==> src/rtl/axi_read_master.sv <==
// Single-beat AXI read master: one request in IDLE -> AR handshake -> R capture -> one-cycle ready pulse.
// Latency 3 cycles minimum; ARREADY/RVALID stalls hold ADDR/DATA indefinitely, new requests ignored while busy.
module axi_read_master #(
  parameter int ADDR_W = 32,
  parameter int DATA_W = 32
) (
  input  logic              ACLK,
  input  logic              ARESET,
  output logic [ADDR_W-1:0] ARADDR,
  output logic              ARVALID,
  input  logic              ARREADY,
  input  logic [DATA_W-1:0] RDATA,
  input  logic [1:0]        RRESP,
  input  logic              RVALID,
  output logic              RREADY,
  input  logic              valid,
  input  logic [ADDR_W-1:0] ar_addr,
  output logic [DATA_W-1:0] r_data,
  output logic [1:0]        r_resp,
  output logic              ready,
  output logic              busy,
  output logic [15:0]       rd_count
);

  typedef enum logic [1:0] {
    IDLE = 2'd0,
    ADDR = 2'd1,
    DATA = 2'd2,
    DONE = 2'd3
  } state_t;

  state_t state;

  always_ff @(posedge ACLK or negedge ARESET) begin
    if (!ARESET) begin
      state    <= IDLE;
      ARADDR   <= '0;
      ARVALID  <= 1'b0;
      RREADY   <= 1'b0;
      r_data   <= '0;
      r_resp   <= 2'b00;
      ready    <= 1'b0;
      busy     <= 1'b0;
      rd_count <= 16'd0;
    end else begin
      ready <= 1'b0;
      case (state)
        IDLE: begin
          if (valid) begin
            ARADDR  <= ar_addr;
            ARVALID <= 1'b1;
            busy    <= 1'b1;
            state   <= ADDR;
          end
        end
        ADDR: begin
          if (ARREADY) begin
            ARVALID <= 1'b0;
            RREADY  <= 1'b1;
            state   <= DATA;
          end
        end
        DATA: begin
          // Count and pulse are registered here so both are visible during DONE.
          if (RVALID) begin
            r_data   <= RDATA;
            r_resp   <= RRESP;
            RREADY   <= 1'b0;
            ready    <= 1'b1;
            rd_count <= rd_count + 16'd1;
            state    <= DONE;
          end
        end
        DONE: begin
          busy  <= 1'b0;
          state <= IDLE;
        end
        default: state <= IDLE;
      endcase
    end
  end

  a_ar_r_exclusive: assert property (@(posedge ACLK) disable iff (!ARESET)
    !(ARVALID && RREADY));

  a_ar_stable: assert property (@(posedge ACLK) disable iff (!ARESET)
    (ARVALID && !ARREADY) |=> (ARVALID && $stable(ARADDR)));

endmodule

==> config.mk <==
export PLATFORM = sky130hd
export DESIGN_NAME = axi_read_master
export DESIGN_NICKNAME = d
export VERILOG_FILES = /design/src/rtl/axi_read_master.sv
export SDC_FILE = /design/constraint.sdc
export NUM_CORES = 1
export LEC_CHECK = 0
export CORE_MARGIN = 1.5
export CORE_UTILIZATION = 38
export CTS_CLUSTER_DIAMETER = 120
export DETAILED_ROUTE_END_ITERATION = 8
export GPL_TIMING_DRIVEN = 0
export PLACE_DENSITY = 0.77
export SLEW_MARGIN = 25
export SYNTH_ARGS = -nofsm -noshare
export SYNTH_HDL_FRONTEND = slang
export SYNTH_SLANG_ARGS = --single-unit
export TNS_END_PERCENT = 20
==> constraint.sdc <==
create_clock -name ACLK -period 1.5 [get_ports ACLK]
set_input_delay 0.45 -clock ACLK [delete_from_list [all_inputs] [get_ports ACLK]]
set_output_delay 0.45 -clock ACLK [all_outputs]
set_load 0.02 [all_outputs]
# Yosys cells after proc, flatten, opt, wreduce, memory -nomap -nowiden

Cells that the tools add are included.

Register bits after elaboration: 88
Input bits: 71
Output and inout bits: 86
Logic and storage cells: 39

$add $sub $neg: 1
Equal/unequal tests: 6
Multiplexer cells: 13
Reductions and logical operators: 10

Operators by type and width:

| operator                                             | number |
|---|---|
| adder 16 x 1 -> 16 bit (second input constant)       | 1 |
| AND reduction 3 bit                                  | 3 |
| case mux 2 bit (4 select lines)                      | 1 |
| two-way mux 1 bit                                    | 6 |
| two-way mux 2 bit                                    | 3 |
| inequality test 2 bit (second input constant)        | 3 |
| case mux 1 bit (2 select lines)                      | 3 |
| AND reduction 2 bit                                  | 3 |
| nonzero test 2 bit                                   | 3 |
| equality test 2 bit (second input constant)          | 2 |
| equality test 2 x 1 -> 1 bit (second input constant) | 1 |
| logical NOT 2 bit                                    | 1 |

# Depth between registers and ports, before layout

Gate-level depths: netlist of run 1.

Depth in word-level cells: 3
Mapped depth: 6
Gate-level depth less buffers: 6

# Least setup slack after synthesis of run 1

OpenSTA, ideal clock, no wires.

Path kind: reg2reg
From: register state[0]
To: register r_data[10]
Library setup time: 125 ps
Arrival time: 1463 ps
Data required time: 1375 ps
Slack: -87 ps
Cell stages (with the launch flop): 7
Buffers on the path: 1
Clock period less this slack: 1587 ps
Cells stage by stage: dfrtp_1 inv_1 ha_1 nand2_2 inv_2 buf_4 mux2_2

Word-level cells in the longest chain between the ends: 2

RTL lines:

| element                              | line | source |
|---|---|---|
| start: declaration                   | 32   | `state_t state;` |
| start signal: assignment             | 36   | `state <= IDLE;` |
| start signal: assignment             | 53   | `state <= ADDR;` |
| start signal: assignment             | 60   | `state <= DATA;` |
| equality test 2 bit                  | 47   | `case (state)` |
| AND reduction 2 bit (no source line) | --   |  |
| end signal: assignment               | 40   | `r_data <= '0;` |
| end signal: assignment               | 66   | `r_data <= RDATA;` |
| end: declaration                     | 18   | `output logic [DATA_W-1:0] r_data,` |

Every way passes these cells.
A chain may end at the register's enable or synchronous reset.

# Worst setup path in the final report of run 1

From: input valid
To: register state[1]

Word-level cells in the longest chain between the ends: 2

RTL lines:

| element                                | line | source |
|---|---|---|
| start: declaration                     | 16   | `input logic valid,` |
| inequality test 2 bit (no source line) | --   |  |
| AND reduction 3 bit (no source line)   | --   |  |

Every way passes these cells.

==> summary.txt, run 1 <==
share of the clock period used by the worst path: 105.1%
Simple-Gate Fraction of Synth Area: 5.958%
CP Data Required Time: 1720 ps
normalized max-slew margin: 78.64%
per-cell via count in the routed design: 4.679
Die Y-Extent: 99.07 um
run status: finished, violations left
CORE AREA: 8848 um^2
pin slew with the least headroom to its limit: 320.4 ps
Avg Synthesized Cell Area: 15.12 um^2
via count of the first global-routing pass: 2581
hold_ws: 472.7 ps
fraction of synthesized cell area taken by the top area cell type: 62.79%
CTS root buffer: clkbuf_8
total via count after detailed routing: 2489
clock slew seen by the registers of the worst setup and hold paths: 90 ps
DR WL/cell: 15.23 um
IR drop worst, VDD: 0.0009641 V
clock buffer depth: 2
YS warnings: 0
number of violations reported at the end of detailed-routing iteration 0: 37
DRC: 0
cells taking the most area after synthesis: dfrtp_1 (63%), mux2_2 (19%), xnor2_1 (3.0%), mux2_1 (2.6%), ha_1 (2.1%)
first-pass GRT wire length: 12.81 mm
reported leakage power: 2.482 nW
GRT Residual Overflow: 0
worst min-delay path category: flip-flop to flip-flop
Final Worst Setup Slack: -76.93 ps
Setup crit start kind: input pin
clock insertion delay at the later pin of the skew report: 340 ps
Final setup viols: 33
Crit Path Category: input pin to flip-flop
most area-hungry cell type in the Yosys netlist: dfrtp_1
total nets after synthesis: 309
sinks on the clock net: 88
site row count: 34
RD Place Congestion: 0.7234
H-tree depth: 3
count of nets after finishing: 496
number of synthesized register bits: 88
diode count: 0
share of synthesized cell area in full adder, half adder and majority cells: 2.141%
maximum operating frequency: 634.1 MHz
number of top-level pins: 157
chip width: 99.07 um
shortest clock period the worst path allows after layout: 1577 ps
CTS tree: built
layout overhead on the synthesized area: 53.48%
combinational family with the most area after synthesis: multiplexers
antenna violations before repair: 0
type of destination of the critical path: flip-flop
DIE AREA: 9815 um^2
maximum capacitance violations: 0
count of distinct cell types in the synthesized netlist: 29
worst hold path depth: 1
violated checks: negative setup slack
Post-Synth XOR/XNOR Area: 3.746%
sequential share of the synthesized area: 62.79%
maximum number of pins on one net before global-route repair: 57
half-perimeter wire length after detailed placement: 5.892 mm
cell area after technology mapping: 3507 um^2
number of routed nets with antenna violations: 0
number of slew-limit violations in the final report: 0
Power per Cell Area: 1951 nW/um^2
effective utilization at floorplan: 39.64%
drt pass-1 iters: 4
buffers added on ports: 156
proportion of synthesized area in mux cells: 22.12%
worst endpoint data arrival time: 1800 ps
maximum fanout along the worst path: 4
total wire length: 8.103 mm
share of final-layout standard cells stronger than drive strength 1: 47.64%
global-route total usage across every layer: 16.81%
logic depth of the worst register-to-register path: 6
RSZ-0062 raised after global routing: yes
fin util: 60.83%
maximum clock skew at final layout: 11.34 ps
Hold Vio Cnt, Final: 0
compound-gate portion of the synthesized area: 1.320%
Post-Synthesis Cells: 232
clock buffers created by TritonCTS: 9
path summary, 6_finish.rpt:
kind                                             to                      from  slack, ps
max                            state[1]$_DFFE_PN0P_                     valid        -80
min                        rd_count[15]$_DFFE_PN0P_  rd_count[15]$_DFFE_PN0P_        470
max reg2reg                    state[1]$_DFFE_PN0P_      state[1]$_DFFE_PN0P_        -60
min reg2reg                rd_count[15]$_DFFE_PN0P_  rd_count[15]$_DFFE_PN0P_        470
max in group asynchronous   rd_count[4]$_DFFE_PN0P_                    ARESET        350
min in group asynchronous     ARADDR[0]$_DFFE_PN0P_                    ARESET        550
cells in the mapped netlist:
| master | instances |
|---|---|
| a21oi_1 | 3 |
| and4_1 | 1 |
| and4_4 | 1 |
| buf_2 | 3 |
| buf_4 | 3 |
| dfrtp_1 | 88 |
| ha_1 | 6 |
| inv_1 | 7 |
| inv_2 | 1 |
| mux2_1 | 8 |
| mux2_2 | 60 |
| mux2i_1 | 1 |
| nand2_1 | 9 |
| nand2_2 | 1 |
| nand2b_1 | 1 |
| nand3_1 | 7 |
| nand3_4 | 1 |
| nand4_1 | 2 |
| nand4_2 | 1 |
| nor2_1 | 4 |
| nor3_2 | 2 |
| nor4_4 | 1 |
| o21ai_0 | 2 |
| o21ai_1 | 1 |
| o22ai_1 | 1 |
| o32a_1 | 1 |
| or2_4 | 1 |
| xnor2_1 | 12 |
| xor2_1 | 3 |
flip-flops by register name (all words and copies together), names as in the netlist:
register  flops
rd_count     16
RREADY        1
ARVALID       1
state         2
r_resp        2
busy          1
ready         1
ARADDR       32
r_data       32
what timing repair did:
action / in CTS / in global routing
setup endpoints to repair: 162 / 145
cloned: 0 / 0
pin swaps: 1 / 0
resized for setup: 215 / 83
endpoints found under the hold margin: 32 / 0
setup buffers: 9 / 9
hold buffers: 1 / 0
critical path, stage by stage:
cell and delay (ps):
clkdlybuf4s50_1 570, nand2b_1 180, o21ai_1 110, a21oi_2 140, mux2_2 340
power by group:
| part | leakage (nW) | internal [W] | switching [W] |
|---|---|---|---|
| logic | 1.33 | 0.00225 | 0.00262 |
| registers | 1.06 | 0.00343 | 0.000557 |
| clock network | 0.0928 | 0.000821 | 0.000821 |
metal layers:
metal / track usage (%) / vias up / part of all wire (%) / wire length [um]
met5: 0 / - / 0 / 0
met4: 5.634 / 0 / 1.4 / 117
met3: 5.106 / 10 / 6.6 / 537
met2: 28.12 / 86 / 49 / 3992
met1: 20.85 / 1211 / 43 / 3456
li1: - / 1182 / - / -
per-stage QoR:
stage / power (W) / setup TNS [ps] / area, um^2 / cells / setup WS, ps
floorplan: 0.006835 / -788.6 / 3512 / 232 / -29.35
global placement: 0.009362 / -309560 / 5209 / 496 / -3203
detailed placement: 0.009534 / -29900 / 5238 / 497 / -451.7
CTS: 0.01090 / -907.3 / 5615 / 523 / -138.8
global route: 0.01113 / -2514 / 5383 / 532 / -152.4
finish: 0.01050 / -965.5 / 5383 / 532 / -76.93
cell usage in the layout, fill, tap and decap left out, types with 6 or more instances in the layout:
cell type / Yosys / layout
buf_2: 3 / 11
clkbuf_8: 0 / 10
clkbuf_2: 0 / 57
dfrtp_1: 88 / 84
nand3_1: 7 / 6
nand2_1: 9 / 8
mux2_2: 60 / 60
clkdlybuf4s50_1: 0 / 69
mux2_1: 8 / 8
xnor2_1: 12 / 12
inv_1: 7 / 6
buf_4: 3 / 18
clkdlybuf4s15_2: 0 / 13
final cells by class:
type,count,area (um^2)
Tap cell,108,135.1
Multi-Input combinational cell,130,1299
Fill cell,783,3466
Sequential cell,88,2207
Clock inverter,4,53.80
Timing Repair Buffer,176,1411
Clock buffer,12,145.1
Inverter,8,42.54
Buffer,6,88.84
kinds of logic (layout without fill, tap and decap cells):
family                   count (synthesis)  in the layout
AO/OA/AOI/OAI                            8              8
AND/OR/NAND/NOR                         32             32
flip-flops                              88             88
buffers and inverters                   14            206
multiplexers                            69             69
XOR/XNOR                                15             15
adder cells (fa/ha/maj)                  6              6
(Power assumes the default switching activity.)
==> run 2, diff against run 1 <==
Settings changed: CORE_UTILIZATION 38 to 55, DONT_BUFFER_PORTS set to 1, PLACE_DENSITY 0.77 to 0.83.
==> run 2 against run 1 <==
  * The flow finishes with violations (negative hold slack)
  * Register-to-register slack improved by 80 ps
  * Core utilization increased by 5.3 points
  * Maximum frequency increased by 6.8%
  * Via count decreased by 24%
  * Combinational power decreased by 57%
  * Worst hold slack got worse by 680 ps
  * Non-clock buffer count decreased by 166
  * Design area decreased by 26%
  * Critical path depth increased by 1
  * Sequential share of layout area increased by 14 points
  * Flip-flop and latch count unchanged
  * Critical endpoint is now rd_count[12]$_DFFE_PN0P_
  * Largest power group is now registers
==> summary.txt, run 2 (synthesized netlist as in run 1, its figures left out) <==
run status: finished, violations left
violated checks: negative hold slack
worst min-delay path category: input pin to async pin
hold_ws: -204.0 ps
pin slew with the least headroom to its limit: 363.7 ps
count of fill cells added during filler insertion: 463
clock slew seen by the registers of the worst setup and hold paths: 80 ps
per-cell via count in the routed design: 5.670
share of the clock period used by the worst path: 98.47%
CORE AREA: 6026 um^2
Hold Vio Cnt, Final: 88
number of violations reported at the end of detailed-routing iteration 0: 58
chip width: 82.86 um
via count of the first global-routing pass: 1995
CP max-delay cell: dfrtp_1
most common cell after layout, fill and taps aside: dfrtp_1
total via count after detailed routing: 1888
maximum fanout along the worst path: 4
type of destination of the critical path: flip-flop
RD Place Congestion: 0.7301
half-perimeter wire length after detailed placement: 4.456 mm
drt pass-1 iters: 4
Die Y-Extent: 82.86 um
DR WL/cell: 18.21 um
antenna violations before repair: 0
maximum clock skew at final layout: 7.217 ps
diode count: 0
Crit Path Category: flip-flop to flip-flop
count of nets after finishing: 330
sinks on the clock net: 88
layout overhead on the synthesized area: 13.59%
number of routed nets with antenna violations: 0
number of top-level pins: 157
post-place setup slack: -228.7 ps
most frequent cells in the layout: dfrtp_1 (83), mux2_2 (60), buf_4 (12), xnor2_1 (12), clkbuf_8 (11)
worst endpoint data arrival time: 1700 ps
CTS root buffer: clkbuf_8
maximum capacitance violations: 0
maximum operating frequency: 677.0 MHz
global-route total usage across every layer: 18.17%
Final setup viols: 0
shortest clock period the worst path allows after layout: 1477 ps
normalized max-slew margin: 75.75%
share of final-layout standard cells stronger than drive strength 1: 44.96%
clock insertion delay at the later pin of the skew report: 340 ps
RSZ-0062 raised after global routing: yes
total wire length: 6.064 mm
clock buffers created by TritonCTS: 9
Critical Path, Cell by Cell: inv_2 -> ha_4 -> nand3_4 -> nor4_4 -> nand4_1 -> xnor2_1
GRT Residual Overflow: 0
Setup crit start kind: flip-flop
site row count: 28
maximum number of pins on one net before global-route repair: 89
effective utilization at floorplan: 58.20%
highest cell delay on the worst timing path: 400 ps
DIE AREA: 6865 um^2
number of slew-limit violations in the final report: 0
H-tree depth: 3
Largest regs: ARADDR: 32 flops, r_data: 32 flops, rd_count: 16 flops
DRC: 0
CP Data Required Time: 1720 ps
buffers added on ports: 0
IR drop worst, VDD: 0.001299 V
Sum Neg Setup Slack: 0 ps
clock buffer depth: 2
CTS tree: built
Final Worst Setup Slack: 22.96 ps
Design Power: 0.009037 W
first-pass GRT wire length: 9.839 mm
reported leakage power: 1.759 nW
Power per Cell Area: 2268 nW/um^2
## run 2: what timing repair did
action / CTS / global route
pin swaps: 0 / 3
endpoints found under the setup margin: 75 / 74
buffers inserted: 4 / 5
hold endpoints to repair: 88 / 88
gates cloned: 0 / 1
gates resized for setup: 20 / 11
## run 2: area by class of cell
type / instances / area [um^2] / share of cell area (%)
plain buffers: 6 / 67.56 / 1.696
clock buffers: 12 / 155.1 / 3.894
clock inverters: 4 / 28.78 / 0.7224
inverters: 8 / 37.54 / 0.9422
multi-input cells: 130 / 1300 / 32.63
flip-flops and latches: 88 / 2208 / 55.43
well taps: 75 / 93.84 / 2.356
repair buffers: 10 / 92.59 / 2.324
## run 2: path summary, 6_finish.rpt
kind,startpoint,endpoint,slack (ps),depth (start not counted)
max,state[0]$_DFFE_PN0P_,rd_count[12]$_DFFE_PN0P_,20,6
min,ARESET,ARADDR[2]$_DFFE_PN0P_,-200,0
max reg2reg,state[0]$_DFFE_PN0P_,rd_count[12]$_DFFE_PN0P_,20,6
min reg2reg,rd_count[0]$_DFFE_PN0P_,rd_count[0]$_DFFE_PN0P_,590,1
max in group asynchronous,ARESET,rd_count[3]$_DFFE_PN0P_,1580,0
min in group ACLK,ar_addr[30],ARADDR[30]$_DFFE_PN0P_,240,1
## run 2: per-stage QoR
step,hold slack [ps],util (%),cell area (um^2),cells
after detailed placement,156.3,59.84,3606,307
after global placement,156.6,59.84,3606,307
final,-204.0,66.11,3984,333
after floorplan,154.4,-,3512,232
after global routing,-228.6,66.11,3984,333
after CTS,-217.5,64.35,3877,327
## run 2: critical path, delay by kind of cell, from the launching register on
family,cells,cell delay (ps)
adder cells (fa/ha/maj),1,180
XOR/XNOR,1,150
flip-flops,1,400
AND/OR/NAND/NOR,3,540
buffers and inverters,1,100
## run 2: layer usage
metal / share of wire, % / up-vias / track usage [%]
met5: 0 / - / 0
met4: 2.3 / 0 / 8.333
met3: 9.1 / 13 / 6.958
met2: 49 / 105 / 30.08
met1: 39 / 928 / 20.94
li1: - / 842 / -
## run 2: report_power, final
part	internal [W]	leakage, nW	switching (W)
Clock	0.000693	0.0886	0.000772
Sequential	0.00343	1.06	0.00204
Combinational	0.00133	0.610	0.000779
Total	0.00545	1.76	0.00359
==> run 3, diff against run 2 <==
Settings changed: CELL_PAD_IN_SITES_DETAIL_PLACEMENT set to 1, CELL_PAD_IN_SITES_GLOBAL_PLACEMENT set to 2, CORE_UTILIZATION 55 to 36, PLACE_DENSITY 0.83 to 0.84.
==> run 3 against run 2 <==
  * The run ends with negative hold slack, negative setup slack left
  * Sequential share of layout area down 2.3 points
  * Clock skew up 2.0 ps
  * Core utilization down 21 points
  * Clock power up 32%
  * Largest cell class unchanged
==> summary.txt, run 3 (synthesized netlist as in run 1, its figures left out) <==
CORE AREA: 9328 um^2
maximum number of pins on one net before global-route repair: 89
site row count: 35
GRT Residual Overflow: 0
number of cells in the finished layout apart from fillers: 388
Critical Path, Cell by Cell: inv_2 -> ha_4 -> nand2_4 -> inv_8 -> buf_8 -> mux2_2
met3 usage: 6.280%
Final setup viols: 35
maximum clock skew at final layout: 9.236 ps
Setup crit start kind: flip-flop
maximum operating frequency: 643.4 MHz
met2 track demand over resource: 26.51%
fin util: 44.64%
antenna violations before repair: 0
Area after DPL: 3674 um^2
Power per Cell Area: 2359 nW/um^2
gate family responsible for the most delay along the worst path: flip-flops
total via count after detailed routing: 1976
share of final-layout standard cells stronger than drive strength 1: 47.49%
chip width: 101.7 um
Global Route met1 Usage: 15.55%
part of the power in combinational logic: 24.1%
reported leakage power: 1.812 nW
drt pass-1 iters: 4
worst min-delay path category: input pin to async pin
clock buffers created by TritonCTS: 9
Design Power: 0.009822 W
Crit Path Category: flip-flop to flip-flop
first-pass GRT wire length: 11.39 mm
maximum capacitance violations: 0
Net Sw Power: 0.003932 W
clock insertion delay at the later pin of the skew report: 350 ps
CTS root buffer: clkbuf_8
per-cell via count in the routed design: 5.093
normalized max-slew margin: 76.71%
CP Data Required Time: 1730 ps
cell internal pwr: 0.005890 W
half-perimeter wire length after detailed placement: 5.519 mm
type of destination of the critical path: flip-flop
via count of the first global-routing pass: 2131
Design Area, Final: 4164 um^2
diode count: 0
CTS tree: built
CP max-delay cell: dfrtp_1
number of violations reported at the end of detailed-routing iteration 0: 33
Largest regs: ARADDR: 32 flops, r_data: 32 flops, rd_count: 16 flops
relative contribution of sequential cells to total power: 56.4%
total wire length: 7.806 mm
buffers added on ports: 0
DR WL/cell: 20.12 um
number of slew-limit violations in the final report: 0
maximum fanout along the worst path: 10
clock slew seen by the registers of the worst setup and hold paths: 90 ps
share of the clock period used by the worst path: 103.6%
most common cell after layout, fill and taps aside: dfrtp_1
clock buffer depth: 2
DRC: 0
RSZ-0062 raised after global routing: yes
H-tree depth: 3
shortest clock period the worst path allows after layout: 1554 ps
violated checks: negative hold slack, negative setup slack
worst endpoint data arrival time: 1780 ps
RD Place Congestion: 0.7414
Hold Vio Cnt, Final: 88
most frequent cells in the layout: dfrtp_1 (79), mux2_2 (59), xnor2_1 (12)
instance count after placement with tap cells included: 361
switching fraction of total power: 40.03%
Die Y-Extent: 101.7 um
effective utilization at floorplan: 37.60%
sinks on the clock net: 88
Critical path buffers and inverters: 3
highest cell delay on the worst timing path: 420 ps
global-route total usage across every layer: 15.07%
layout overhead on the synthesized area: 18.73%
count of fill cells added during filler insertion: 954
number of routed nets with antenna violations: 0
hold_ws: -221.3 ps
run status: finished, violations left
pin slew with the least headroom to its limit: 349.4 ps
GR peak layer: met2
Final Worst Setup Slack: -54.29 ps
DIE AREA: 10340 um^2
number of top-level pins: 157
count of nets after finishing: 331
IR drop worst, VDD: 0.0006509 V
share of power burned in the clock network: 19.5%
run 3: cell types whose count changed in the layout (fill, tap and decap cells not counted), moves of 2 or more:
cell        previous run  this run
buf_4                 12        10
buf_6                  0         4
bufinv_16              0         2
clkinvlp_4             2         0
dfrtp_1               83        79
dfrtp_2                5         9
ha_2                   3         1
ha_4                   1         3
inv_8                  1         3
run 3: routing by layer:
metal	vias up	routed length, um
met5	-	0
met4	0	94
met1	1027	2920
met3	6	695
met2	94	4096
li1	849	-
run 3: power by group through the flow:
| stage | clock [W] | combinational [W] | sequential, W |
|---|---|---|---|
| final | 0.00192 | 0.00237 | 0.00554 |
| after global routing | 0.00209 | 0.00258 | 0.00572 |
| after CTS | 0.00198 | 0.00215 | 0.00556 |
| after detailed placement | 0 | 0.00186 | 0.00560 |
| after global placement | 0 | 0.00172 | 0.00553 |
| after floorplan | 0 | 0.00155 | 0.00528 |
run 3: final timing paths:
check / start / end / slack (ps) / cells after the start
hold reg to reg: rd_count[2]$_DFFE_PN0P_ / rd_count[2]$_DFFE_PN0P_ / 600 / 1
hold / removal: ARESET / r_data[31]$_DFFE_PN0P_ / -220 / 0
setup / recovery: state[0]$_DFFE_PN0P_ / r_data[19]$_DFFE_PN0P_ / -50 / 6
min in group ACLK: ar_addr[0] / ARADDR[0]$_DFFE_PN0P_ / 220 / 1
setup reg to reg: state[0]$_DFFE_PN0P_ / r_data[19]$_DFFE_PN0P_ / -50 / 6
max in group asynchronous: ARESET / r_data[18]$_DFFE_PN0P_ / 1600 / 0
run 3: final cells by class:
type,instances,area (um^2),area share (%)
timing repair buffer,11,86.33,2.073
clock buffer,10,137.6,3.305
tap,129,161.4,3.876
inverter,8,37.54,0.9014
clock inverter,6,100.1,2.404
multi-input combinational,130,1349,32.39
buffer,6,78.83,1.893
sequential,88,2213,53.16
run 3: stage by stage:
step                      worst slack, ps  hold slack, ps  TNS (ps)
final                              -54.29          -221.3     -1072
after global routing               -111.1          -263.3     -3165
after CTS                          -34.74          -249.4    -157.6
after detailed placement           -325.5           156.6    -18280
after global placement             -260.3           156.5    -15880
after floorplan                    -29.35           154.4    -788.6
run 3: what timing repair did:
item / CTS / global route
resized for setup: 23 / 23
endpoints found under the setup margin: 80 / 78
pin swaps: 6 / 5
buffers inserted: 8 / 3
cloned: 0 / 0
hold endpoints to repair: 88 / 88
run 3: worst register-to-register path, cell delays in order (launching register included):
cell	delay, ps
dfrtp_1	420
inv_2	130
ha_4	190
nand2_4	100
inv_8	110
buf_8	140
mux2_2	340
